==> src/rtl/disp_pkg.sv <==
// rtl/disp_pkg.sv - shared constants and FSM state type for the 7-segment scan controller
package disp_pkg;

    localparam logic [7:0] DIGIT_ZERO = 8'b0000_0011;
    localparam logic [7:0] DARK       = 8'hFF;

    // Entry k drives anode k low, selecting digit k+1.
    localparam logic [3:0][3:0] ANODE_SEL = {4'b0111, 4'b1011, 4'b1101, 4'b1110};

    typedef enum logic [1:0] {
        IDLE,
        BLANK,
        ON,
        OFF
    } scan_state_e;

endpackage

==> src/rtl/display_scan_ctrl_pwm_slot_timer.sv <==
// rtl/display_scan_ctrl_pwm_slot_timer.sv - per-slot counter with blanking and PWM on-time strobes
module pwm_slot_timer #(
    parameter int SLOT_CYCLES  = 25000,
    parameter int BLANK_CYCLES = 250,
    parameter int CNT_W        = 15
) (
    input  logic             clk,
    input  logic             reset_n,
    input  logic             clear_i,
    input  logic [2:0]       brillo_i,
    output logic [CNT_W-1:0] cnt_o,
    output logic             slot_start_o,
    output logic             blank_end_o,
    output logic             on_end_o,
    output logic             slot_end_o
);

    localparam int SEG = (SLOT_CYCLES - BLANK_CYCLES) / 8;

    logic [CNT_W-1:0] cnt_q, cnt_d;
    logic [2:0]       br_q, br_d;
    logic [CNT_W-1:0] on_last;

    assign slot_start_o = (cnt_q == '0);
    assign blank_end_o  = (cnt_q == CNT_W'(BLANK_CYCLES - 1));
    assign slot_end_o   = (cnt_q == CNT_W'(SLOT_CYCLES - 1));
    assign cnt_o        = cnt_q;

    // Full brightness never ends early; the slot end takes the FSM straight to BLANK.
    assign on_last  = CNT_W'(BLANK_CYCLES + SEG * (int'(br_q) + 1) - 1);
    assign on_end_o = (br_q != 3'd7) && (cnt_q == on_last);

    always_comb begin
        cnt_d = cnt_q + CNT_W'(1);
        br_d  = br_q;
        if (clear_i || slot_end_o) begin
            cnt_d = '0;
        end
        if (slot_start_o) begin
            br_d = brillo_i;
        end
    end

    always_ff @(posedge clk or negedge reset_n) begin
        if (!reset_n) begin
            cnt_q <= '0;
            br_q  <= '0;
        end else begin
            cnt_q <= cnt_d;
            br_q  <= br_d;
        end
    end

endmodule

==> src/rtl/display_scan_ctrl.sv <==
// rtl/display_scan_ctrl.sv - 4-digit common-anode scan controller with blanking, PWM and leading-zero suppression
module display_scan_ctrl
    import disp_pkg::*;
#(
    parameter int SLOT_CYCLES  = 25000,
    parameter int BLANK_CYCLES = 250,
    parameter int CNT_W        = 15
) (
    input  logic       clk,
    input  logic       reset_n,
    input  logic       enable,
    input  logic [2:0] brillo,
    input  logic       blank_lz,
    input  logic [7:0] catodo1,
    input  logic [7:0] catodo2,
    input  logic [7:0] catodo3,
    input  logic [7:0] catodo4,
    output logic [3:0] anodo,
    output logic [7:0] catodo,
    output logic [1:0] digito,
    output logic       frame_done
);

    scan_state_e      state_q, state_d;
    logic [1:0]       digit_q, digit_d;
    logic [3:0][7:0]  lat_q;
    logic             latch_en;
    logic [3:0]       sup;
    logic             lit;

    logic [3:0]       anodo_q, anodo_d;
    logic [7:0]       catodo_q, catodo_d;
    logic [1:0]       digito_q, digito_d;
    logic             frame_done_q, frame_done_d;

    logic             tmr_clear;
    logic [CNT_W-1:0] cnt;
    logic             slot_start, blank_end, on_end, slot_end;

    assign tmr_clear = !enable || (state_q == IDLE);

    pwm_slot_timer #(
        .SLOT_CYCLES  (SLOT_CYCLES),
        .BLANK_CYCLES (BLANK_CYCLES),
        .CNT_W        (CNT_W)
    ) u_timer (
        .clk          (clk),
        .reset_n      (reset_n),
        .clear_i      (tmr_clear),
        .brillo_i     (brillo),
        .cnt_o        (cnt),
        .slot_start_o (slot_start),
        .blank_end_o  (blank_end),
        .on_end_o     (on_end),
        .slot_end_o   (slot_end)
    );

    always_comb begin
        state_d  = state_q;
        digit_d  = digit_q;
        latch_en = 1'b0;
        if (!enable) begin
            state_d = IDLE;
            digit_d = 2'd0;
        end else begin
            case (state_q)
                IDLE: begin
                    state_d  = BLANK;
                    digit_d  = 2'd0;
                    latch_en = 1'b1;
                end
                BLANK: begin
                    latch_en = slot_start && (digit_q == 2'd0);
                    if (blank_end) begin
                        state_d = ON;
                    end
                end
                ON: begin
                    if (slot_end) begin
                        state_d = BLANK;
                        digit_d = digit_q + 2'd1;
                    end else if (on_end) begin
                        state_d = OFF;
                    end
                end
                OFF: begin
                    if (slot_end) begin
                        state_d = BLANK;
                        digit_d = digit_q + 2'd1;
                    end
                end
                default: state_d = IDLE;
            endcase
        end
    end

    // A digit is blanked only if every more significant digit is blanked too.
    always_comb begin
        sup    = 4'b0000;
        sup[3] = blank_lz && (lat_q[3] == DIGIT_ZERO);
        sup[2] = sup[3] && (lat_q[2] == DIGIT_ZERO);
        sup[1] = sup[2] && (lat_q[1] == DIGIT_ZERO);
    end

    // Gating with enable lets the pins go dark on the same edge the FSM drops to IDLE.
    always_comb begin
        lit          = enable && (state_q == ON) && !sup[digit_q];
        anodo_d      = lit ? ANODE_SEL[digit_q] : 4'b1111;
        catodo_d     = lit ? lat_q[digit_q] : DARK;
        digito_d     = enable ? digit_q : 2'd0;
        frame_done_d = enable && ((state_q == ON) || (state_q == OFF)) &&
                       slot_end && (digit_q == 2'd3);
    end

    always_ff @(posedge clk or negedge reset_n) begin
        if (!reset_n) begin
            state_q      <= IDLE;
            digit_q      <= 2'd0;
            lat_q        <= {4{DARK}};
            anodo_q      <= 4'b1111;
            catodo_q     <= DARK;
            digito_q     <= 2'd0;
            frame_done_q <= 1'b0;
        end else begin
            state_q      <= state_d;
            digit_q      <= digit_d;
            if (latch_en) begin
                lat_q <= {catodo4, catodo3, catodo2, catodo1};
            end
            anodo_q      <= anodo_d;
            catodo_q     <= catodo_d;
            digito_q     <= digito_d;
            frame_done_q <= frame_done_d;
        end
    end

    assign anodo      = anodo_q;
    assign catodo     = catodo_q;
    assign digito     = digito_q;
    assign frame_done = frame_done_q;

endmodule
==> config.mk <==
export PLATFORM = sky130hd
export DESIGN_NAME = display_scan_ctrl
export DESIGN_NICKNAME = d
export VERILOG_FILES = /design/src/rtl/disp_pkg.sv /design/src/rtl/display_scan_ctrl_pwm_slot_timer.sv /design/src/rtl/display_scan_ctrl.sv
export SDC_FILE = /design/constraint.sdc
export NUM_CORES = 1
export LEC_CHECK = 0
export CAP_MARGIN = 20
export CORE_UTILIZATION = 45
export CTS_BUF_LIST = sky130_fd_sc_hd__clkbuf_8 sky130_fd_sc_hd__clkbuf_16
export CTS_CLUSTER_DIAMETER = 80
export DETAILED_ROUTE_END_ITERATION = 10
export PLACE_DENSITY = 0.65
export SYNTH_ARGS = -nofsm -noshare
export SYNTH_HDL_FRONTEND = slang
export SYNTH_SLANG_ARGS = --single-unit
==> constraint.sdc <==
create_clock -name clk -period 4.7 [get_ports clk]
set_input_delay 0.94 -clock clk [delete_from_list [all_inputs] [get_ports clk]]
set_output_delay 0.94 -clock clk [all_outputs]
set_load 0.01 [all_outputs]
# Word level (Yosys, flattened, before mapping)
# Index checks and enable logic that the tools add are counted.
# classes
add_sub_neg,5
mul,1
magnitude_cmp,1
n_eq_ne,16
mux,21
reduce_logical,21
# op_table
operator,n
$mul 13x32->15 const A,1
$eq 8x2->1 const B,3
$bmux 8 s2,1
$mux 2,8
$mux 8,2
$add 15x1->15 const B,1
$add 9x15->15 const A,1
$eq 15x15->1,1
$eq 15x15->1 const B,1
$eq 15x8->1 const B,1
$logic_not 15->1,1
$mux 15,1
$sub 15x2->15 const B,1
$logic_and 1x1->1,10
$ne 3x3->1 const B,3
$bmux 4 s2,1
$mux 4,2
$pmux 2 s4,1
$eq 2x2->1 const B,3
$ne 3x2->1 const B,2
$add 3x1->4 const B,1
$logic_not 2->1,2
$ne 4x4->1 const B,1
$pmux 2 s2,1
11 further kinds,15
# word_totals
regBits,69
in_bits,39

# Longest topological paths before layout
# Gate-level depths: netlist of run 1.
# depth
ltp_word,10
depth_mapped,15
depth_no_buf,15

# Hierarchy
# From an unflattened synthesis of run 1, not the netlist that was laid out.
# unflattened
hier_cells,347
area_unflattened_um2,4020.1
# by_module_without_submodules
module,n_inst,cells_per_inst,area_each_um2,seq_area_each_um2
display_scan_ctrl,1,164,2367.3,1331.3
pwm_slot_timer,1,183,1652.8,450.4

# Worst setup path before layout of run 1
# OpenSTA, ideal clock, no wires.
# synth_timing
path_type,register -> register
start,reg u_timer.br_q[0]
end,reg state_q[0]
setup_time_ns,0.129
arrival_ns,3.393
required_time_ns,4.571
slack_ns,1.179
path_stages_with_launch,15
n_path_buf,0
synth_period_minus_slack_ns,3.521
path_cell_list,dfrtp_1 > ha_1 > ha_1 > ha_1 > inv_1 > ha_1 > inv_1 > ha_1 > ha_1 > a211oi_1 > nor3b_1 > mux2i_1 > a2111oi_0 > a41oi_2 > mux2i_1
# synth_between
elab_chain_cells,8
elab_cells_between_ends,9
cone_classes,add/sub: 3; mul: 1; eq/ne: 3; reduce/logical: 2
# synth_rtl
element,line_no,rtl
from (decl),display_scan_ctrl_pwm_slot_timer.sv:21,"logic [2:0] br_q, br_d;"
from (signal assigned),display_scan_ctrl_pwm_slot_timer.sv:50,br_q <= br_d;
$add 3x1->4,display_scan_ctrl_pwm_slot_timer.sv:30,assign on_last = CNT_W'(BLANK_CYCLES + SEG * (int'(br_q) + 1) - 1);
$mul 13x32->15,display_scan_ctrl_pwm_slot_timer.sv:30,
$add 9x15->15,display_scan_ctrl_pwm_slot_timer.sv:30,
$sub 15x2->15,display_scan_ctrl_pwm_slot_timer.sv:30,
$eq 15x15->1,display_scan_ctrl_pwm_slot_timer.sv:31,assign on_end_o = (br_q != 3'd7) && (cnt_q == on_last);
$logic_and 1x1->1 *,display_scan_ctrl_pwm_slot_timer.sv:31,
$ne 4x4->1 (no line) *,-,
$reduce_and 3->1 (no line) *,-,
to (signal assigned),display_scan_ctrl.sv:125,state_q <= state_d;
to (decl),display_scan_ctrl.sv:24,"scan_state_e state_q, state_d;"
# Every way passes the cells marked *; elsewhere a longest branch is shown, timed or not.
# A chain may end at the register's enable or synchronous reset.

# Final worst setup path of run 1
# layout_timing
start,reg u_timer.br_q[0]
end,reg state_q[1]
# The elaborated chain is that of the path after synthesis.

==> impl_results.md, run 1 <==
- Vias in the first global route: 2836
- WP data arrival: 4.16 ns
- Post-synth EDFFs: 0
- Port bufs: 53
- Worst Setup Path Type: flip-flop to flip-flop
- Mapped Cells: 349
- 1st-iter DRT viols: 93
- R2R setup slack: 0.76 ns
- Ports: 54
- Prevailing post-synth register cell: dfstp_2
- DR DRC count: 0
- Rows: 34
- Layout cells sized above 1: 26.0%
- Post-CTS setup buffer count: 0
- Routed WL per cell: 16.3 um
- Initial antenna violation count: 0
- Syn nets: 425
- DRT Wirelength: 8.33 mm
- Sequential share of the synthesized area: 44.1%
- Fin crit share: 83.9%
- CP endpoint kind: flip-flop
- Netlist cell types: 47
- Minimum clock period: 3.94 ns
- DR pass1 iterations: 4
- LEAKAGE: 1.99 nW
- Drt via density: 5.29
- Final ANT Viol Nets: 0
- Asr flop ratio synth: 100%
- Area leader, netlist: dfstp_2
- Die height: 96.8 um
- Post-CTS Resized: 0
- Hold slack final: 0.519 ns
- CP Launch Type: flip-flop
- Initial core utilization: 46.4%
- Final #Nets: 476
- CP required: 4.92 ns
- RSZ-0062 raised after global routing: false
- Core area: 8720 um2
- Max-slew violations: 0
- CTS Hold Bufs: 0
- Syn avg cell area: 11.6 um2
- # setup viols final: 0
- Highest ir drop seen on vdd: 0.000271 V
- H-Tree Level Count: 3
- Inserted Clock Buffers: 9
- Diode count: 0
- CP max FO: 11
- Final HPWL DP: 6.20 mm
- Mapped cell area: 4040 um2
- Sequential cell area: 1780 um2
- Total grt overflow: 0
- Layout area overhead: 19.6%
- RR Startpoint: u_timer.br_q[0]$_DFFE_PN0N_
- Top cell type's share of synthesized area: 28.6%
- Placed Cells: 497
- CTS sink cnt: 69
- Synth warn: 0
- PwrDens: 600 nW/um2
- Final Hold Viols: 0
- Area of the multi-input gates: 2120 um2
- Clk_skew: 0.0113 ns
- Largest net degree at the start of global routing: 52
- Status: finished, final reports clean
- Hold crit path type: primary input to asynchronous set/reset pin
- CTS tree: done
- Worst slew margin: 51.3%
- Global-route total usage across every layer: 19.3%
- Worst-path clk slew: 0.08 ns
- Max Cap Viol: 0
- Setup TNS: 0 ns
- Fill count: 756
- Worst-Margin Slew: 0.731 ns
- Top cells by area, synth: dfstp_2 (29%), dfrtp_1 (15%), ha_1 (11%)
- First-pass GRT wire length: 14.2 mm
- R2r endpoint: state_q[1]$_DFFE_PN0P_
- Fmax: 254 MHz
- Layout Cells excl Fill: 512
- GPL Wtd Cong: 0.832
- DIE AREA: 9370 um2
- Clock latency at the later pin of the worst-skew pair: 0.34 ns
- Vias: 2706
- Cells on worst reg2reg path: 14
- Root Buffer: clkbuf_8
- DIE WIDTH: 96.8 um
- Max Buffers Root-to-Sink: 2
- FF+latch count, synth: 69
[metal layers]
metal | global-route usage (%) | wire [um] | vias to the layer above
li1 | - | - | 1320
met1 | 28.6 | 4230 | 1334
met2 | 28.8 | 3710 | 48
met3 | 3.76 | 324 | 4
met4 | 5.51 | 62 | 0
met5 | 0 | 0 | -
[where the power goes]
part | switching (mW) | internal, mW | total [mW]
logic | 0.707 | 0.707 | 1.41
registers | 0.142 | 0.869 | 1.01
clock network | 0.233 | 0.243 | 0.476
[how the worst max path moves through the flow]
stage / end / from / slack [ns] / cells past startpoint
6_report: state_q[1]$_DFFE_PN0P_ / u_timer.br_q[0]$_DFFE_PN0N_ / 0.76 / 14
5_1_grt: state_q[0]$_DFFE_PN0P_ / u_timer.br_q[0]$_DFFE_PN0N_ / 0.45 / 14
3_5_place_dp: state_q[1]$_DFFE_PN0P_ / u_timer.br_q[0]$_DFFE_PN0N_ / 0.80 / 14
2_1_floorplan: state_q[0]$_DFFE_PN0P_ / u_timer.br_q[0]$_DFFE_PN0N_ / 1.18 / 14
4_1_cts: state_q[1]$_DFFE_PN0P_ / u_timer.br_q[0]$_DFFE_PN0N_ / 0.79 / 14
3_3_place_gp: state_q[1]$_DFFE_PN0P_ / u_timer.br_q[0]$_DFFE_PN0N_ / 0.91 / 14
[synthesized netlist by cell type (all sizes together) (2+ instances only)]
library cell and number:
buf 4, inv 19, fa 2, a21o 3
nand3 15, nand2b 10, dfstp 44, o311a 2
nor4 8, or3 5, xnor2 18, nand3b 4
nand4 6, or4 2, dfrtp 25, o21ai 6
ha 35, and3 4, a211oi 3, nor2 28
mux2 35, clkbuf 11, a2111oi 2, nor3 4
and2 4, mux2i 4, xor2 12, mux4 8
nand2 17
[sequential cells by signal, summed over array words and instances, names as in the netlist]
register,flops
frame_done,1
digit_q,2
anodo,4
catodo,8
u_timer.br_q,3
lat_q,32
state_q,2
u_timer.cnt_o,15
digito,2
[kinds of logic after synthesis]
kind of cell / Yosys count / synth area share (%)
flip-flops: 69 / 44.1
multiplexers: 47 / 15.2
adder cells (fa/ha/maj): 37 / 11.8
buffers and inverters: 34 / 3.56
AO/OA/AOI/OAI: 21 / 3.99
XOR/XNOR: 30 / 6.50
AND/OR/NAND/NOR: 111 / 14.9
[critical path, cell delays in order (launching register included)]
cell and delay (ns):
dfrtp_1 0.50, ha_1 0.25, ha_1 0.33, ha_1 0.32, inv_1 0.05, ha_1 0.26
inv_1 0.04, ha_1 0.28, ha_1 0.35, a211oi_1 0.31, nor3b_1 0.11, mux2i_1 0.13
a2111oi_0 0.51, a41oi_2 0.22, mux2i_1 0.15
[layout by cell type, fill, tap and decap left out, types with 5 or more instances in the layout]
cell	Yosys	routed
xor2_1	12	12
xnor2_1	18	18
nor2_1	28	28
nand2_1	17	17
ha_1	35	35
nand4_1	6	6
nand2b_1	10	10
o21ai_0	5	5
dfrtp_1	25	25
nor4_1	7	7
dfstp_2	44	44
clkdlybuf4s50_1	0	52
clkbuf_8	0	9
mux4_2	8	8
inv_1	19	19
nand3_1	15	15
mux2_1	10	10
mux2_2	25	25
[metrics by stage]
step	setup WS, ns	area [um2]	util [%]	power, mW
2_1_floorplan	1.18	4040	-	2.10
5_1_grt	0.449	4840	55.5	3.16
4_1_cts	0.788	4840	55.5	2.94
3_5_place_dp	0.799	4650	53.3	2.45
3_3_place_gp	0.915	4650	53.3	2.43
6_report	0.759	4840	55.5	2.90
[layout make-up]
type	count	area share [%]
timing repair buffer	55	11.2
tap	108	2.79
multi-input combinational	246	43.9
clock buffer	9	2.56
sequential	69	36.8
clock inverter	6	1.27
inverter	19	1.47
Power figures use the tool's default switching activity.
==> run 2: changes to the inputs <==
--- a/config.mk
+++ b/config.mk
@@ -10,7 +10,7 @@
 export CTS_BUF_LIST = sky130_fd_sc_hd__clkbuf_8 sky130_fd_sc_hd__clkbuf_16
 export CTS_CLUSTER_DIAMETER = 80
 export DETAILED_ROUTE_END_ITERATION = 10
-export PLACE_DENSITY = 0.65
+export PLACE_DENSITY = 0.68
 export SYNTH_ARGS = -nofsm -noshare
 export SYNTH_HDL_FRONTEND = slang
 export SYNTH_SLANG_ARGS = --single-unit
==> constraint.sdc (replaced) <==
create_clock -name clk -period 3.31 [get_ports clk]
set_input_delay 0.662 -clock clk [delete_from_list [all_inputs] [get_ports clk]]
set_output_delay 0.662 -clock clk [all_outputs]
set_load 0.01 [all_outputs]
==> run 2 against run 1 <==
Compared with the run above: combinational power rose by 120%; power rose by 81%; wire length rose by 6.5%; first-iteration DRC count fell by 20%; critical path type unchanged; critical endpoint is now state_q[0]$_DFFE_PN0P_.
==> impl_results.md, run 2 (same netlist as run 1, synthesis figures left out) <==
- DIE AREA: 9370 um2 (unchanged)
- Final Hold Viols: 0 (unchanged)
- DRT Wirelength: 8.88 mm (+6.5%)
- Worst Setup Path Type: flip-flop to flip-flop
- Inserted Clock Buffers: 9 (unchanged)
- Switch share: 37.8% (+0.48 points)
- # setup viols final: 0 (unchanged)
- Max Buffers Root-to-Sink: 2 (unchanged)
- Minimum clock period: 3.31 ns (-0.633 ns)
- CP Launch Type: flip-flop
- Worst-path clk slew: 0.08 ns (about the same)
- Diode count: 0 (unchanged)
- Hold crit path type: primary input to asynchronous set/reset pin
- Hold slack final: 0.344 ns (-0.175 ns)
- Biggest register: lat_q
- H-Tree Level Count: 3 (unchanged)
- LEAKAGE: 2.12 nW (+6.5%)
- Final #Nets: 496 (+4.2%)
- Commonest non-fill, non-tap cell in the layout: clkdlybuf4s50_1
- Initial core utilization: 46.4% (unchanged)
- Status: finished, final reports clean
- Final HPWL DP: 6.43 mm (+3.7%)
- Rows: 34 (unchanged)
- CP max FO: 4 (-7)
- Routed WL per cell: 16.7 um (+2.5%)
- CTS tree: done
- CP required: 3.54 ns (-1.38 ns)
- Root Buffer: clkbuf_8
- Cell-internal power: 3.27 mW (+80%)
- Core area: 8720 um2 (unchanged)
- Largest net degree at the start of global routing: 33 (-37%)
- CP endpoint kind: flip-flop
- Total grt overflow: 0 (unchanged)
- Most frequent cells in the layout: clkdlybuf4s50_1 (52), dfstp_2 (44), nor2_1 (27), ha_1 (27)
- DR DRC count: 0 (unchanged)
- Switch Pwr: 1.99 mW (+83%)
- Port bufs: 53 (unchanged)
- Initial antenna violation count: 0 (unchanged)
- CTS Hold Bufs: 0 (unchanged)
- Drt via density: 5.40 (+2.1%)
- Max-slew violations: 0 (unchanged)
- Worst-Margin Slew: 0.677 ns (-0.0535 ns)
- Seq pwr share: 27.1% (-7.8 points)
- PwrDens: 1000 nW/um2 (+67%)
- Vias in the first global route: 2974 (+4.9%)
- Die height: 96.8 um (unchanged)
- Max Cap Viol: 0 (unchanged)
- Vias: 2871 (+6.1%)
- Highest ir drop seen on vdd: 0.000532 V (+96%)
- Layout cells sized above 1: 35.4% (+9.4 points)
- First-pass GRT wire length: 14.9 mm (+5.1%)
- Clk_skew: 0.0119 ns (+0.000620 ns)
- Logic pwr share: 58.8% (+10 points)
- 1st-iter DRT viols: 74 (-20%)
- Layout area overhead: 29.4%
- Clock power share: 14.1% (-2.3 points)
- Clock latency at the later pin of the worst-skew pair: 0.35 ns (about the same)
- DIE WIDTH: 96.8 um (unchanged)
- Fmax: 302 MHz (+19%)
- Setup TNS: 0 ns (unchanged)
- GPL Wtd Cong: 0.846 (+1.7%)
- Max reg flops: 32 (unchanged)
- Final ANT Viol Nets: 0 (unchanged)
- DR pass1 iterations: 4 (unchanged)
- RSZ-0062 raised after global routing: true
- WP data arrival: 3.54 ns (-0.62 ns)
- Worst slew margin: 54.8% (+3.6 points)
- Fin crit share: 99.9% (+16 points)
- Ports: 54 (unchanged)
- CTS sink cnt: 69 (unchanged)
- Global-route total usage across every layer: 20.4% (+1.1 points)
-- run 2: changes by cell type in the layout (fill, tap and decap cells not counted), moves of 3 or more --
cell | before | now
inv_2 | 0 | 3
inv_1 | 19 | 16
buf_4 | 2 | 20
ha_1 | 35 | 27
a211oi_1 | 3 | 0
ha_4 | 0 | 6
-- run 2: path summary, 6_finish.rpt --
path | from | end | slack, ns | depth (start not counted)
worst min-delay path | reset_n | state_q[1]$_DFFE_PN0P_ | 0.34 | 1
worst min register to register | u_timer.cnt_o[0]$_DFF_PN0_ | u_timer.cnt_o[0]$_DFF_PN0_ | 0.61 | 1
min in group clk | u_timer.cnt_o[0]$_DFF_PN0_ | u_timer.cnt_o[0]$_DFF_PN0_ | 0.61 | 1
worst max-delay path | u_timer.br_q[0]$_DFFE_PN0N_ | state_q[0]$_DFFE_PN0P_ | 0.002 | 14
worst max register to register | u_timer.br_q[0]$_DFFE_PN0N_ | state_q[0]$_DFFE_PN0P_ | 0.002 | 14
max in group asynchronous | reset_n | lat_q[15]$_DFFE_PN1P_ | 2.15 | 2
-- run 2: stage by stage --
stage                     power (mW)  cells  setup WS (ns)  util [%]  instance area (um2)
after global routing            5.64    532         -0.119      60.0                 5230
after global placement          3.74    514        -0.0457      55.2                 4810
after detailed placement        3.80    514         -0.125      55.2                 4810
after CTS                       4.79    531       0.000958      58.7                 5120
final                           5.26    532        0.00180      60.0                 5230
after floorplan                 3.09    349        0.00857         -                 4080
-- run 2: routing by layer --
metal	vias to the layer above	track usage, %	wire, um
met5	-	0	0
met4	0	8.84	224
met3	18	4.34	309
met2	54	31.5	4210
met1	1439	27.7	4130
li1	1360	-	-
-- run 2: power by group through the flow --
stage	Clock [mW]	Sequential (mW)	Combinational [mW]
floorplan	0	1.37	1.73
global placement	0	1.42	2.32
detailed placement	0	1.43	2.36
CTS	0.767	1.42	2.60
global route	0.814	1.46	3.36
finish	0.744	1.42	3.09
-- run 2: cell type report --
class | instances | area (um2)
fill | 721 | 3490
multi-input combinational | 246 | 2330
sequential | 69 | 1780
timing repair buffer | 75 | 698
tap | 108 | 135
clock buffer | 9 | 124
clock inverter | 6 | 87.6
inverter | 19 | 71.3
-- run 2: critical path, cell delays in order (launching register included) --
cell and delay (ns):
dfrtp_1 0.40, ha_2 0.21, ha_4 0.26, ha_4 0.27, inv_2 0.04, ha_4 0.25
inv_2 0.04, ha_4 0.27, ha_4 0.21, a211oi_4 0.29, nor3b_4 0.08, mux2i_4 0.19
a2111oi_4 0.30, a41oi_2 0.21, mux2i_1 0.16
-- run 2: what timing repair did --
item                       4_1_cts  5_1_grt
setup endpoints to repair        2        2
gates cloned                     0        0
setup buffers                    2        1
pin swaps                        7       18
resized for setup               11       22
